File: src/rtl/regfile_wport_arbiter.sv
// Shares the register-file write port between pipeline writeback and a multi-cycle result FIFO.
// A busy-bit scoreboard drives the decode hazard stall; `define RF_ARB_BYPASS_EN adds forwarding outputs.
module regfile_wport_arbiter #(
  parameter int XLEN         = 32,
  parameter int QDEPTH       = 2,
  parameter int STARVE_LIMIT = 4
) (
  input  logic            clk,
  input  logic            rst,
  input  logic            wb_we,
  input  logic [4:0]      wb_rd,
  input  logic [XLEN-1:0] wb_data,
  output logic            wb_stall,
  input  logic            mc_valid,
  input  logic [4:0]      mc_rd,
  input  logic [XLEN-1:0] mc_data,
  output logic            mc_ready,
  input  logic            issue_valid,
  input  logic [4:0]      issue_rd,
  input  logic [4:0]      rs1,
  input  logic [4:0]      rs2,
  output logic            hazard_stall,
`ifdef RF_ARB_BYPASS_EN
  output logic            fwd1_hit,
  output logic            fwd2_hit,
  output logic [XLEN-1:0] fwd_data,
`endif
  output logic            RegWriteW,
  output logic [4:0]      RdW,
  output logic [XLEN-1:0] ResultW
);

  localparam int PW = (QDEPTH > 1) ? $clog2(QDEPTH) : 1;
  localparam int SW = $clog2(STARVE_LIMIT + 1);

  logic [PW-1:0]   rdPtr_q, rdPtr_d, wrPtr_q, wrPtr_d;
  logic [PW:0]     count_q, count_d;
  logic [SW-1:0]   starve_q, starve_d;
  logic [31:0]     busy_q, busy_d;
  logic            regWrite_q, regWrite_d;
  logic [4:0]      rdW_q, rdW_d;
  logic [XLEN-1:0] result_q, result_d;
  logic [4:0]      rdMem_q [QDEPTH];
  logic [XLEN-1:0] dataMem_q [QDEPTH];

  logic            wbValid, empty, full, forceFifo, fifoGrant, push;
  logic [4:0]      headRd;
  logic [XLEN-1:0] headData;
  logic [31:0]     busyView;

  // A starved FIFO overrides writeback; otherwise writeback wins and the FIFO takes idle slots.
  always_comb begin
    wbValid   = wb_we && (wb_rd != 5'd0);
    empty     = (count_q == '0);
    full      = (count_q == (PW+1)'(QDEPTH));
    headRd    = rdMem_q[rdPtr_q];
    headData  = dataMem_q[rdPtr_q];
    forceFifo = (starve_q == SW'(STARVE_LIMIT)) && !empty;
    fifoGrant = forceFifo || (!wbValid && !empty);
    push      = mc_valid && !full;
    wb_stall  = wbValid && fifoGrant;
    mc_ready  = !full;
  end

  always_comb begin
    rdPtr_d  = rdPtr_q;
    wrPtr_d  = wrPtr_q;
    count_d  = count_q;
    if (push)      wrPtr_d = wrPtr_q + 1'b1;
    if (fifoGrant) rdPtr_d = rdPtr_q + 1'b1;
    case ({push, fifoGrant})
      2'b10:   count_d = count_q + 1'b1;
      2'b01:   count_d = count_q - 1'b1;
      default: count_d = count_q;
    endcase
    starve_d = (empty || fifoGrant) ? '0 : starve_q + 1'b1;
  end

  // Clear precedes set so that a same-cycle issue to the popped register keeps it busy.
  always_comb begin
    busy_d = busy_q;
    if (fifoGrant && (headRd != 5'd0)) busy_d[headRd] = 1'b0;
    if (issue_valid && (issue_rd != 5'd0)) busy_d[issue_rd] = 1'b1;
    busy_d[0] = 1'b0;
  end

  always_comb begin
    regWrite_d = 1'b0;
    rdW_d      = rdW_q;
    result_d   = result_q;
    if (fifoGrant) begin
      if (headRd != 5'd0) begin
        regWrite_d = 1'b1;
        rdW_d      = headRd;
        result_d   = headData;
      end
    end else if (wbValid) begin
      regWrite_d = 1'b1;
      rdW_d      = wb_rd;
      result_d   = wb_data;
    end
  end

  always_comb begin
    busyView = busy_q;
`ifdef RF_ARB_BYPASS_EN
    if (fifoGrant) busyView[headRd] = 1'b0;
`endif
    hazard_stall = ((rs1 != 5'd0) && busyView[rs1]) || ((rs2 != 5'd0) && busyView[rs2]);
  end

`ifdef RF_ARB_BYPASS_EN
  always_comb begin
    fwd1_hit = regWrite_q && (rdW_q == rs1) && (rdW_q != 5'd0);
    fwd2_hit = regWrite_q && (rdW_q == rs2) && (rdW_q != 5'd0);
    fwd_data = result_q;
  end
`endif

  always_ff @(posedge clk or negedge rst) begin
    if (!rst) begin
      rdPtr_q    <= '0;
      wrPtr_q    <= '0;
      count_q    <= '0;
      starve_q   <= '0;
      busy_q     <= '0;
      regWrite_q <= 1'b0;
      rdW_q      <= '0;
      result_q   <= '0;
    end else begin
      rdPtr_q    <= rdPtr_d;
      wrPtr_q    <= wrPtr_d;
      count_q    <= count_d;
      starve_q   <= starve_d;
      busy_q     <= busy_d;
      regWrite_q <= regWrite_d;
      rdW_q      <= rdW_d;
      result_q   <= result_d;
    end
  end

  // Storage needs no reset: the count alone decides which entries are live.
  always_ff @(posedge clk) begin
    if (push) begin
      rdMem_q[wrPtr_q]   <= mc_rd;
      dataMem_q[wrPtr_q] <= mc_data;
    end
  end

  assign RegWriteW = regWrite_q;
  assign RdW       = rdW_q;
  assign ResultW   = result_q;

endmodule
File: config.mk
export PLATFORM = sky130hd
export DESIGN_NAME = regfile_wport_arbiter
export DESIGN_NICKNAME = d
export VERILOG_FILES = /design/src/rtl/regfile_wport_arbiter.sv
export SDC_FILE = /design/constraint.sdc
export NUM_CORES = 1
export LEC_CHECK = 0
export CAP_MARGIN = 10
export CORE_MARGIN = 2
export CORE_UTILIZATION = 56
export CTS_CLUSTER_DIAMETER = 200
export DETAILED_ROUTE_END_ITERATION = 8
export PLACE_DENSITY = 0.82
export REMOVE_ABC_BUFFERS = 1
export SYNTH_ARGS = -nofsm -noshare
export SYNTH_HDL_FRONTEND = slang
export SYNTH_SLANG_ARGS = --single-unit
File: constraint.sdc
create_clock -name clk -period 5.27 [get_ports clk]
set_input_delay 0.527 -clock clk [delete_from_list [all_inputs] [get_ports clk]]
set_output_delay 0.527 -clock clk [all_outputs]
set_load 0.01 [all_outputs]
==> metrics.txt <==
# TYPE chip_impl_metric gauge
chip_impl_metric{name="crit_fanout",unit=""} 10
chip_impl_metric{name="design.final.nets",unit=""} 723
chip_impl_info{name="synth_common_cells",value="sky130_fd_sc_hd__dfrtp_1, sky130_fd_sc_hd__edfxtp_1, sky130_fd_sc_hd__a21oi_1, sky130_fd_sc_hd__o21ai_0, sky130_fd_sc_hd__mux2i_1"} 1
chip_impl_info{name="worst_setup_path_start_kind",value="primary input"} 1
chip_impl_metric{name="route.antenna.remaining_nets",unit=""} 0
chip_impl_metric{name="max_slew.worst_pin.slew",unit="ns"} 1.190
chip_impl_info{name="post-synth-top-area-cell",value="sky130_fd_sc_hd__edfxtp_1"} 1
chip_impl_metric{name="share_of_flip_flops_with_an_asynchronous_set_or_reset_after_synthesis",unit="%"} 50.67
chip_impl_metric{name="detail_route.drc_violations",unit=""} 0
chip_impl_metric{name="horizontal_die_dimension",unit="um"} 113.8
chip_impl_info{name="run_status",value="finished, final reports clean"} 1
chip_impl_metric{name="track_usage",unit="%"} 27.85
chip_impl_metric{name="powerDensity",unit="nW/um^2"} 552.7
chip_impl_metric{name="number_of_gates_resized_after_cts",unit=""} 0
chip_impl_metric{name="antenna_found_initial",unit=""} 0
chip_impl_metric{name="wire_per_inst",unit="um"} 21.57
chip_impl_metric{name="seq_area_frac_synth",unit="%"} 61.06
chip_impl_metric{name="timing.max_cap.violations",unit=""} 0
chip_impl_info{name="synthMostInstantiatedCell",value="sky130_fd_sc_hd__dfrtp_1"} 1
chip_impl_metric{name="layout.area.seq",unit="sq um"} 4125
chip_impl_metric{name="postPlaceCellArea",unit="sq um"} 8205
chip_impl_metric{name="count_of_inserted_antenna_diode_cells",unit=""} 0
chip_impl_metric{name="std_cell_rows",unit=""} 40
chip_impl_metric{name="power.static_leakage",unit="nW"} 3.393
chip_impl_info{name="hold_path.class",value="in -> async"} 1
chip_impl_metric{name="htreeDepth",unit=""} 4
chip_impl_metric{name="syn-instance-count",unit=""} 495
chip_impl_metric{name="port_buffers",unit=""} 134
chip_impl_info{name="worst_path_dominant_cell_family",value="buffers and inverters"} 1
chip_impl_info{name="crit_path_end_kind",value="primary output"} 1
chip_impl_metric{name="wl_met3",unit="um"} 1384
chip_impl_info{name="crit_path_frequent_cell",value="sky130_fd_sc_hd__clkdlybuf4s50_1"} 1
chip_impl_metric{name="fin_skew",unit="ns"} 0.007071
chip_impl_metric{name="grt_pass1_vias",unit=""} 5184
chip_impl_metric{name="critical_path.n_buffers_inverters",unit=""} 2
chip_impl_metric{name="wirelength_met1",unit="um"} 6778
chip_impl_metric{name="i_o_pin_cnt",unit=""} 135
chip_impl_metric{name="flip_flop_and_latch_count_after_synthesis",unit=""} 150
chip_impl_info{name="dr.max_layer_used",value="met4"} 1
chip_impl_metric{name="initial_core_util",unit="%"} 56.70
chip_impl_info{name="cts_tree",value="yes"} 1
chip_impl_metric{name="clock_path_buffers",unit=""} 2
chip_impl_metric{name="cp_num_cells",unit=""} 7
chip_impl_metric{name="multi_input_area",unit="sq um"} 2497
chip_impl_metric{name="global_route_wire_length_before_repair",unit="um"} 27290
chip_impl_metric{name="maximum_number_of_pins_on_one_net_before_global_route_repair",unit=""} 77
chip_impl_metric{name="period_needed",unit="ns"} 3.510
chip_impl_metric{name="setup_viol",unit=""} 0
chip_impl_info{name="timing.critical_path.slowest_stage_cell",value="sky130_fd_sc_hd__clkdlybuf4s50_1"} 1
chip_impl_metric{name="post_drt_via_cell_ratio",unit=""} 6.097
chip_impl_metric{name="count_of_flip_flops_with_a_built_in_enable_after_synthesis",unit=""} 74
chip_impl_metric{name="layout.core_utilization",unit="%"} 73.63
chip_impl_metric{name="max_slew_margin",unit="%"} 20.46
chip_impl_metric{name="synth.avg_cell_area",unit="sq um"} 13.64
chip_impl_info{name="clk_root_buffer_cell",value="sky130_fd_sc_hd__clkbuf_16"} 1
chip_impl_metric{name="placed_cells",unit=""} 754
chip_impl_metric{name="detailed_place_hpwl",unit="um"} 11350
chip_impl_metric{name="synth_cell_types",unit=""} 36
chip_impl_metric{name="worst_skew_pair.late_latency",unit="ns"} 0.42
chip_impl_info{name="crit_chain",value="clkdlybuf4s50_1, mux4_2, mux2i_1, nor3b_1, nor4_1, nand3_1, clkdlybuf4s50_1"} 1
chip_impl_metric{name="detailed_route_wl",unit="um"} 16950
chip_impl_metric{name="relative_area_change_from_synthesis_to_final_layout",unit="%"} 29.86
chip_impl_metric{name="detail_route.first_pass.iterations",unit=""} 5
chip_impl_metric{name="upper_clock_frequency_limit",unit="MHz"} 284.9
chip_impl_metric{name="mappedNetlistArea",unit="sq um"} 6754
chip_impl_metric{name="worst_ep_required_time",unit="ns"} 4.74
chip_impl_metric{name="timing.final.hold_violations",unit=""} 0
chip_impl_metric{name="instances_no_fill",unit=""} 786
chip_impl_metric{name="grt.overflow.total",unit=""} 0
chip_impl_info{name="yosys_most_used_dff",value="sky130_fd_sc_hd__dfrtp_1"} 1
chip_impl_info{name="synth_area_leaders",value="sky130_fd_sc_hd__edfxtp_1, sky130_fd_sc_hd__dfrtp_1, sky130_fd_sc_hd__mux2i_1"} 1
chip_impl_metric{name="period_utilization",unit="%"} 66.61
chip_impl_metric{name="worst-endpoint-arrival",unit="ns"} 2.98
chip_impl_metric{name="num-fill-cells",unit=""} 779
chip_impl_metric{name="hold_fix_buffers_at_cts",unit=""} 0
chip_impl_metric{name="synth-warning-count",unit=""} 0
chip_impl_metric{name="reg2reg_depth",unit=""} 6
chip_impl_metric{name="final.setup.tns",unit="ns"} 0
chip_impl_info{name="unrepaired_setup_endpoints_after_global_routing",value="no"} 1
chip_impl_metric{name="cts_setup_buffers",unit=""} 0
chip_impl_metric{name="cp_slowest_stage_delay",unit="ns"} 0.84
chip_impl_metric{name="die_area",unit="sq um"} 12960
chip_impl_metric{name="cts_made_buffers",unit=""} 17
chip_impl_metric{name="core_area",unit="sq um"} 11910
chip_impl_metric{name="stdcell_area",unit="sq um"} 8771
chip_impl_metric{name="die_h",unit="um"} 113.8
chip_impl_metric{name="vias",unit=""} 4792
chip_impl_metric{name="clk_pin_slew_worst_paths",unit="ns"} 0.05
chip_impl_metric{name="clkSinkCount",unit=""} 150
chip_impl_metric{name="peakVddDrop",unit="V"} 0.0003270
chip_impl_info{name="path_class",value="in -> out"} 1
chip_impl_metric{name="timing.final.max_slew_violations",unit=""} 0
chip_impl_metric{name="met2WireLength",unit="um"} 8430
chip_impl_metric{name="final_layout_size_suffix_gt1_share",unit="%"} 15.81
chip_impl_metric{name="routabilityCongestion",unit=""} 0.9069
chip_impl_metric{name="yosysTopAreaCellShare",unit="%"} 32.90
chip_impl_metric{name="dr.first_iter.drc_count",unit=""} 426
registers in the layout, summed over array words and instances, names as in the netlist, 2 cells and up:
register / count
RdW: 5
rdMem_q: 10
busyView: 31
dataMem_q: 64
starve_q: 3
ResultW: 32
count_q: 2
worst paths after layout:
kind / start / to / slack (ns)
min in group clk: starve_q[0]$_DFF_PN0_ / starve_q[0]$_DFF_PN0_ / 0.46
setup reg to reg: rdPtr_q$_DFFE_PN0N_ / ResultW[1]$_DFFE_PN0P_ / 2.14
max in group asynchronous: rst / rdPtr_q$_DFFE_PN0N_ / 4.29
hold / removal: rst / ResultW[18]$_DFFE_PN0P_ / 0.25
hold reg to reg: starve_q[0]$_DFF_PN0_ / starve_q[0]$_DFF_PN0_ / 0.46
setup / recovery: rs1[2] / hazard_stall / 1.76
stage by stage:
stage	power, mW	hold WS (ns)	setup WS, ns
after CTS	4.851	0.3164	1.757
after global placement	3.601	0.4427	1.651
final	4.847	0.2481	1.760
after detailed placement	3.683	0.4575	1.591
after global routing	5.085	0.3422	1.546
after floorplan	2.914	0.2314	0.08826
power breakdown:
part	internal, mW	total (mW)	switching (mW)
Clock	0.693	1.16	0.464
Combinational	0.894	1.71	0.814
Sequential	1.68	1.98	0.302
cells by family after synthesis:
family	after synthesis	synth area share (%)
AOI/OAI and AO/OA	138	10.74
buffers and inverters	33	2.353
muxes	103	19.71
and+or+nand+nor	62	4.798
adders and majority gates	3	0.5558
DFF	150	61.06
xor gates and xnor gates	6	0.7781
routing by layer:
layer  vias up  global-route usage [%]
li1       2139                       -
met1      2370                   36.90
met2       254                   44.63
met3        29                   7.811
met4         0                   10.08
met5         -                       0
worst register-to-register path: cells and delay by family, from the launching register on:
family	cells	cell delay [ns]
simple gates	1	0.32
flops	1	0.79
buf+inv	2	0.68
mux	2	0.67
compound gates	1	0.56
layout make-up:
class / instances / area share, %
Clock inverter: 7 / 0.4280
Clock buffer: 25 / 6.020
Inverter: 6 / 0.2568
Tap cell: 147 / 2.097
Multi-Input combinational cell: 312 / 28.47
Sequential cell: 150 / 47.03
Timing Repair Buffer: 139 / 15.69
cell usage in the layout (no fill, tap or decap), types with 4 or more instances in the layout:
master / count
sky130_fd_sc_hd__a21oi_1: 72
sky130_fd_sc_hd__buf_4: 6
sky130_fd_sc_hd__clkbuf_16: 19
sky130_fd_sc_hd__clkdlybuf4s50_1: 133
sky130_fd_sc_hd__clkinv_2: 5
sky130_fd_sc_hd__dfrtp_1: 75
sky130_fd_sc_hd__edfxtp_1: 74
sky130_fd_sc_hd__inv_1: 6
sky130_fd_sc_hd__mux2_2: 24
sky130_fd_sc_hd__mux2_4: 19
sky130_fd_sc_hd__mux2i_1: 46
sky130_fd_sc_hd__mux4_2: 14
sky130_fd_sc_hd__nand2_1: 14
sky130_fd_sc_hd__nand3_1: 10
sky130_fd_sc_hd__nand4_1: 4
sky130_fd_sc_hd__nor2_1: 10
sky130_fd_sc_hd__nor3b_1: 4
sky130_fd_sc_hd__o21ai_0: 60
sky130_fd_sc_hd__xnor2_1: 5
Note: power is estimated with default switching activity, not from simulation.
==> edit 1 (same settings) <==
Set the parameter `QDEPTH` to 4 (it was 2).
--- a/src/rtl/regfile_wport_arbiter.sv
+++ b/src/rtl/regfile_wport_arbiter.sv
@@ -2,7 +2,7 @@
 // A busy-bit scoreboard drives the decode hazard stall; `define RF_ARB_BYPASS_EN adds forwarding outputs.
 module regfile_wport_arbiter #(
   parameter int XLEN         = 32,
-  parameter int QDEPTH       = 2,
+  parameter int QDEPTH       = 4,
   parameter int STARVE_LIMIT = 4
 ) (
   input  logic            clk,
Function: changed (a bounded check fails within 4 cycles, from zero or initial values and one cycle with rst low).
==> edit 1 against the original RTL <==
Design area is 37% higher; first-iteration DRC count shrank 15%; final cell count up 23%; routed wire length grew 27%; worst setup slack got worse by 0.088 ns; area after synthesis up 44%; critical path depth decreased by 2; power grew 36%; sequential cell count rose by 77; highest routed layer unchanged.
==> edit 1: results (changes against the original RTL) <==
* Run status: completed
- The number of buffers created by CTS was 23 (+6).
* Largest fanout on the critical path: 24 (+14)
- Pre-CTS WS: 1.42 ns (-0.168 ns)
- Violation count after the first detailed-routing iteration: 363 (-15%)
* Area growth from synthesis to layout: 23.8%
- The number of enable flip-flop cells after synthesis is 148 (+100%).
- Flip-flop count of the largest register after layout: 128 (+100%)
- The vias per cell came to 5.98 (-1.9%).
* Initial antenna violation count: 3 (+3)
- The number of H-tree branching levels was 1 (-3).
- The cell count after placement was 919 (+22%).
- CTS max path bufs: 3 (+1)
- The number of cells produced by synthesis was 579 (+17%).
* Proportion of synthesized chip area in sequential cells: 0.660 (+0.0490)
- Ys async rst share: 0.348 (-0.159)
- The worst-case clock skew was 0.00820 ns (+0.00113 ns).
- The multiplexer area fraction after synthesis was 0.202 (+0.00443).
- Path class of the lowest-slack min-delay path: reg2reg
- Overall via count from detail_route: 5761 (+20%)
* Distinct cells, synth: 50 (+39%)
- Placer Congestion: 0.875 (-3.5%)
* Largest net degree at the start of global routing: 53 (-31%)
- Synth area leaders: edfxtp_1, dfrtp_1, mux4_2, mux2_2, o21ai_0
* Wire length of the first global-routing pass: 33800 um (+24%)
- Cell area after placement: 0.0113 mm^2 (+37%)
- The post-synthesis adder-cell area fraction was 0.0111 (+0.00550).
- The commonest cells after synthesis are edfxtp_1, dfrtp_1, o21ai_0.
- Post-synthesis compound-gate area fraction: 0.0483 (-0.0591)
* Slowest library cell on the worst path: mux4_1
* Largest delay contributor family on the critical path: multiplexers
- Fraction of synthesized cell area in xor and xnor cells: 0.00630 (-0.00148)
* Routed len/inst: 22.4 um (+3.8%)
- Detailed placement HPWL: 14100 um (+24%)
- The clock latency reported for the late side of the worst-skew pair came to 0.50 ns (+0.08 ns).
- Total track usage: 0.243 (-0.0350)
- Maximum single-stage delay on the critical path: 0.81 ns (-0.03 ns)
- Static leakage power: 0.00432 uW (+27%)
- Via count of the first global-routing pass: 6269 (+21%)
[edit 1: timing repair]
| item | in CTS | in global routing |
|---|---|---|
| hold buffers | 1 | 0 |
| hold endpoints to repair | 27 | 0 |
| gates resized for setup | 0 | 0 |
[edit 1: power by group]
group / total (uW) / leakage (uW) / switching, uW / internal (uW)
Combinational: 2110 / 0.00164 / 958 / 1160
Sequential: 2840 / 0.00230 / 376 / 2470
Clock: 1660 / 0.000383 / 638 / 1020
Total: 6610 / 0.00432 / 1970 / 4640
[edit 1: area by class of cell]
cell class              instances  area share
multi-input cells             316       0.260
diodes                          2    0.000415
repair buffers                139       0.114
inverters                      13     0.00405
flip-flops and latches        227       0.533
clock buffers                  27      0.0507
clock inverters                14      0.0140
well taps                     225      0.0234
[edit 1: final timing paths]
check | slack [ns] | cells after the start | startpoint | to
max | 1.67 | 5 | rdPtr_q[0]$_DFFE_PN0N_ | ResultW[5]$_DFFE_PN0P_
min | 0.48 | 1 | starve_q[0]$_DFF_PN0_ | starve_q[0]$_DFF_PN0_
max reg2reg | 1.67 | 5 | rdPtr_q[0]$_DFFE_PN0N_ | ResultW[5]$_DFFE_PN0P_
min reg2reg | 0.48 | 1 | starve_q[0]$_DFF_PN0_ | starve_q[0]$_DFF_PN0_
max in group asynchronous | 3.73 | 3 | rst | rdPtr_q[0]$_DFFE_PN0N_
min in group asynchronous | 0.51 | 2 | rst | ResultW[0]$_DFFE_PN0P_
[edit 1: routing by layer]
metal	track usage	part of all wire
met4	0.109	0.044
met1	0.291	0.38
met2	0.427	0.52
met5	0	0
met3	0.0526	0.061
==> edit 2 (same settings) <==
Made on the original files. Reset style: synchronous (`rst`), changed in one clocked block.
--- a/src/rtl/regfile_wport_arbiter.sv
+++ b/src/rtl/regfile_wport_arbiter.sv
@@ -117,7 +117,7 @@
   end
 `endif
 
-  always_ff @(posedge clk or negedge rst) begin
+  always_ff @(posedge clk) begin
     if (!rst) begin
       rdPtr_q    <= '0;
       wrPtr_q    <= '0;
Formal check against the unedited RTL: differs if rst is asserted again (counterexample within 4 cycles, from zero or initial values and one cycle with rst low); with rst held inactive, the same outputs for 4 cycles.
==> edit 2 against the original RTL <==
Design area is 0.87% higher; final cell count grew 9.8%; clock skew rose by 0.0023 ns; global-route usage decreased by 0.99 points; area after synthesis increased by 1.6%; combinational power is 37% lower; power decreased by 20%; worst setup slack got worse by 0.14 ns; maximum frequency is 3.8% lower; routed wire length up 0.48%; worst hold slack improved by 0.21 ns; sequential cell count up 1; highest routed layer unchanged.
==> edit 2: results (changes against the original RTL) <==
- Placer Congestion: 0.961 (+6.0%)
- The worst-case clock skew is 0.00933 ns (+0.00225 ns).
* Largest net degree at the start of global routing: 59 (-23%)
* Run status: completed
- Post-synthesis compound-gate area fraction: 0.114 (+0.00634)
* Overall via count from detail_route: 5227 (+9.1%)
- Final instance count without filler cells: 863 (+9.8%)
- Sorting the synthesized cells by how often they occur yields nand2_1, dfxtp_1, mux2i_1.
- Worst vdd ir: 0.270 mV (-17%)
- Internal reg-to-reg setup slack: 2.11 ns (-0.03 ns)
- The met1 layer wirelength in the final routing came to 6970 um (+2.8%).
- Wire length reported by the detailed router: 17000 um (+0.48%)
* Adder-cell area share of the yosys netlist: 0.00547 (-0.0000872)
- Ys async rst share: 0 (-0.507)
* Fraction of synthesized area in multiplexers: 0.170 (-0.0268)
- Share of layout cells above drive strength 1: 0.0922 (-0.0659)
- The portion of the post-synthesis area used by sequential elements came to 0.549 (-0.0621).
- Path class of the lowest-slack min-delay path: reg2reg
- The post-synthesis area per instance came to 11.7 um^2 (-14%).
- Fraction of synthesized cell area in xor and xnor cells: 0.00511 (-0.00267)
* Critical Path AT: 3.12 ns (+0.14 ns)
- Wire length of the first global-routing pass: 27100 um (-0.56%)
- Synth area leaders: edfxtp_1, dfxtp_1, mux2i_1, mux4_2, nand2_1
- Total track usage: 0.269 (-0.00995)
* Via count of the first global-routing pass: 5380 (+3.8%)
- For this run, the leading register cell type out of synthesis is dfxtp_1.
- The largest fanout on the critical path is 9 (-1).
- The wire length on met2 is 8530 um (+1.2%).
-- edit 2: path summary, 6_finish.rpt --
path / startpoint / end / cells after the start
setup reg to reg: starve_q[0]$_SDFF_PP0_ / ResultW[8]$_SDFFE_PN0P_ / 7
setup / recovery: rs2[2] / hazard_stall / 7
hold / removal: starve_q[0]$_SDFF_PP0_ / starve_q[0]$_SDFF_PP0_ / 1
hold reg to reg: starve_q[0]$_SDFF_PP0_ / starve_q[0]$_SDFF_PP0_ / 1
-- edit 2: power by group --
part,internal (uW),leakage [uW],switching [uW],total [uW]
clock network,804,0.000305,486,1290
registers,1430,0.00132,93.9,1520
logic,478,0.00140,598,1080
-- edit 2: per-stage QoR --
stage / hold slack [ns] / utilization / worst slack [ns] / instance area (um^2) / total power [uW]
2_1_floorplan: 0.417 / - / 1.14 / 6630 / 2150
3_3_place_gp: 0.430 / 0.686 / 1.69 / 8200 / 2580
3_5_place_dp: 0.442 / 0.686 / 1.62 / 8200 / 2610
4_1_cts: 0.454 / 0.740 / 1.61 / 8850 / 3900
5_1_grt: 0.476 / 0.740 / 1.45 / 8850 / 4040
6_report: 0.455 / 0.740 / 1.62 / 8850 / 3890
-- edit 2: critical path, delay by kind of cell --
family / cells / cell delay (ns)
mux: 1 / 0.58
simple gates: 3 / 0.32
buf+inv: 2 / 1.28
compound gates: 1 / 0.40
-- edit 2: cell families (layout without fill, tap and decap cells) --
group                    Yosys count  count (layout)
buffers and inverters             45             175
flip-flops                       151             151
AND/OR/NAND/NOR                  175             175
multiplexers                      96              96
AO/OA/AOI/OAI                    112             112
XOR/XNOR                           4               4
adder cells (fa/ha/maj)            3               3
-- edit 2: metal layers --
metal / vias to the layer above / GRT usage
met3: 31 / 0.0672
met5: - / 0
li1: 2424 / -
met4: 0 / 0.0932
met2: 222 / 0.451
met1: 2550 / 0.340
-- edit 2: area by class of cell --
| type | count | area [um^2] |
|---|---|---|
| well taps | 147 | 184 |
| flip-flops and latches | 151 | 3760 |
| multi-input cells | 390 | 2870 |
| clock buffers | 20 | 478 |
| fillers | 807 | 3110 |
| repair buffers | 139 | 1370 |
| inverters | 4 | 15.0 |
| clock inverters | 12 | 165 |
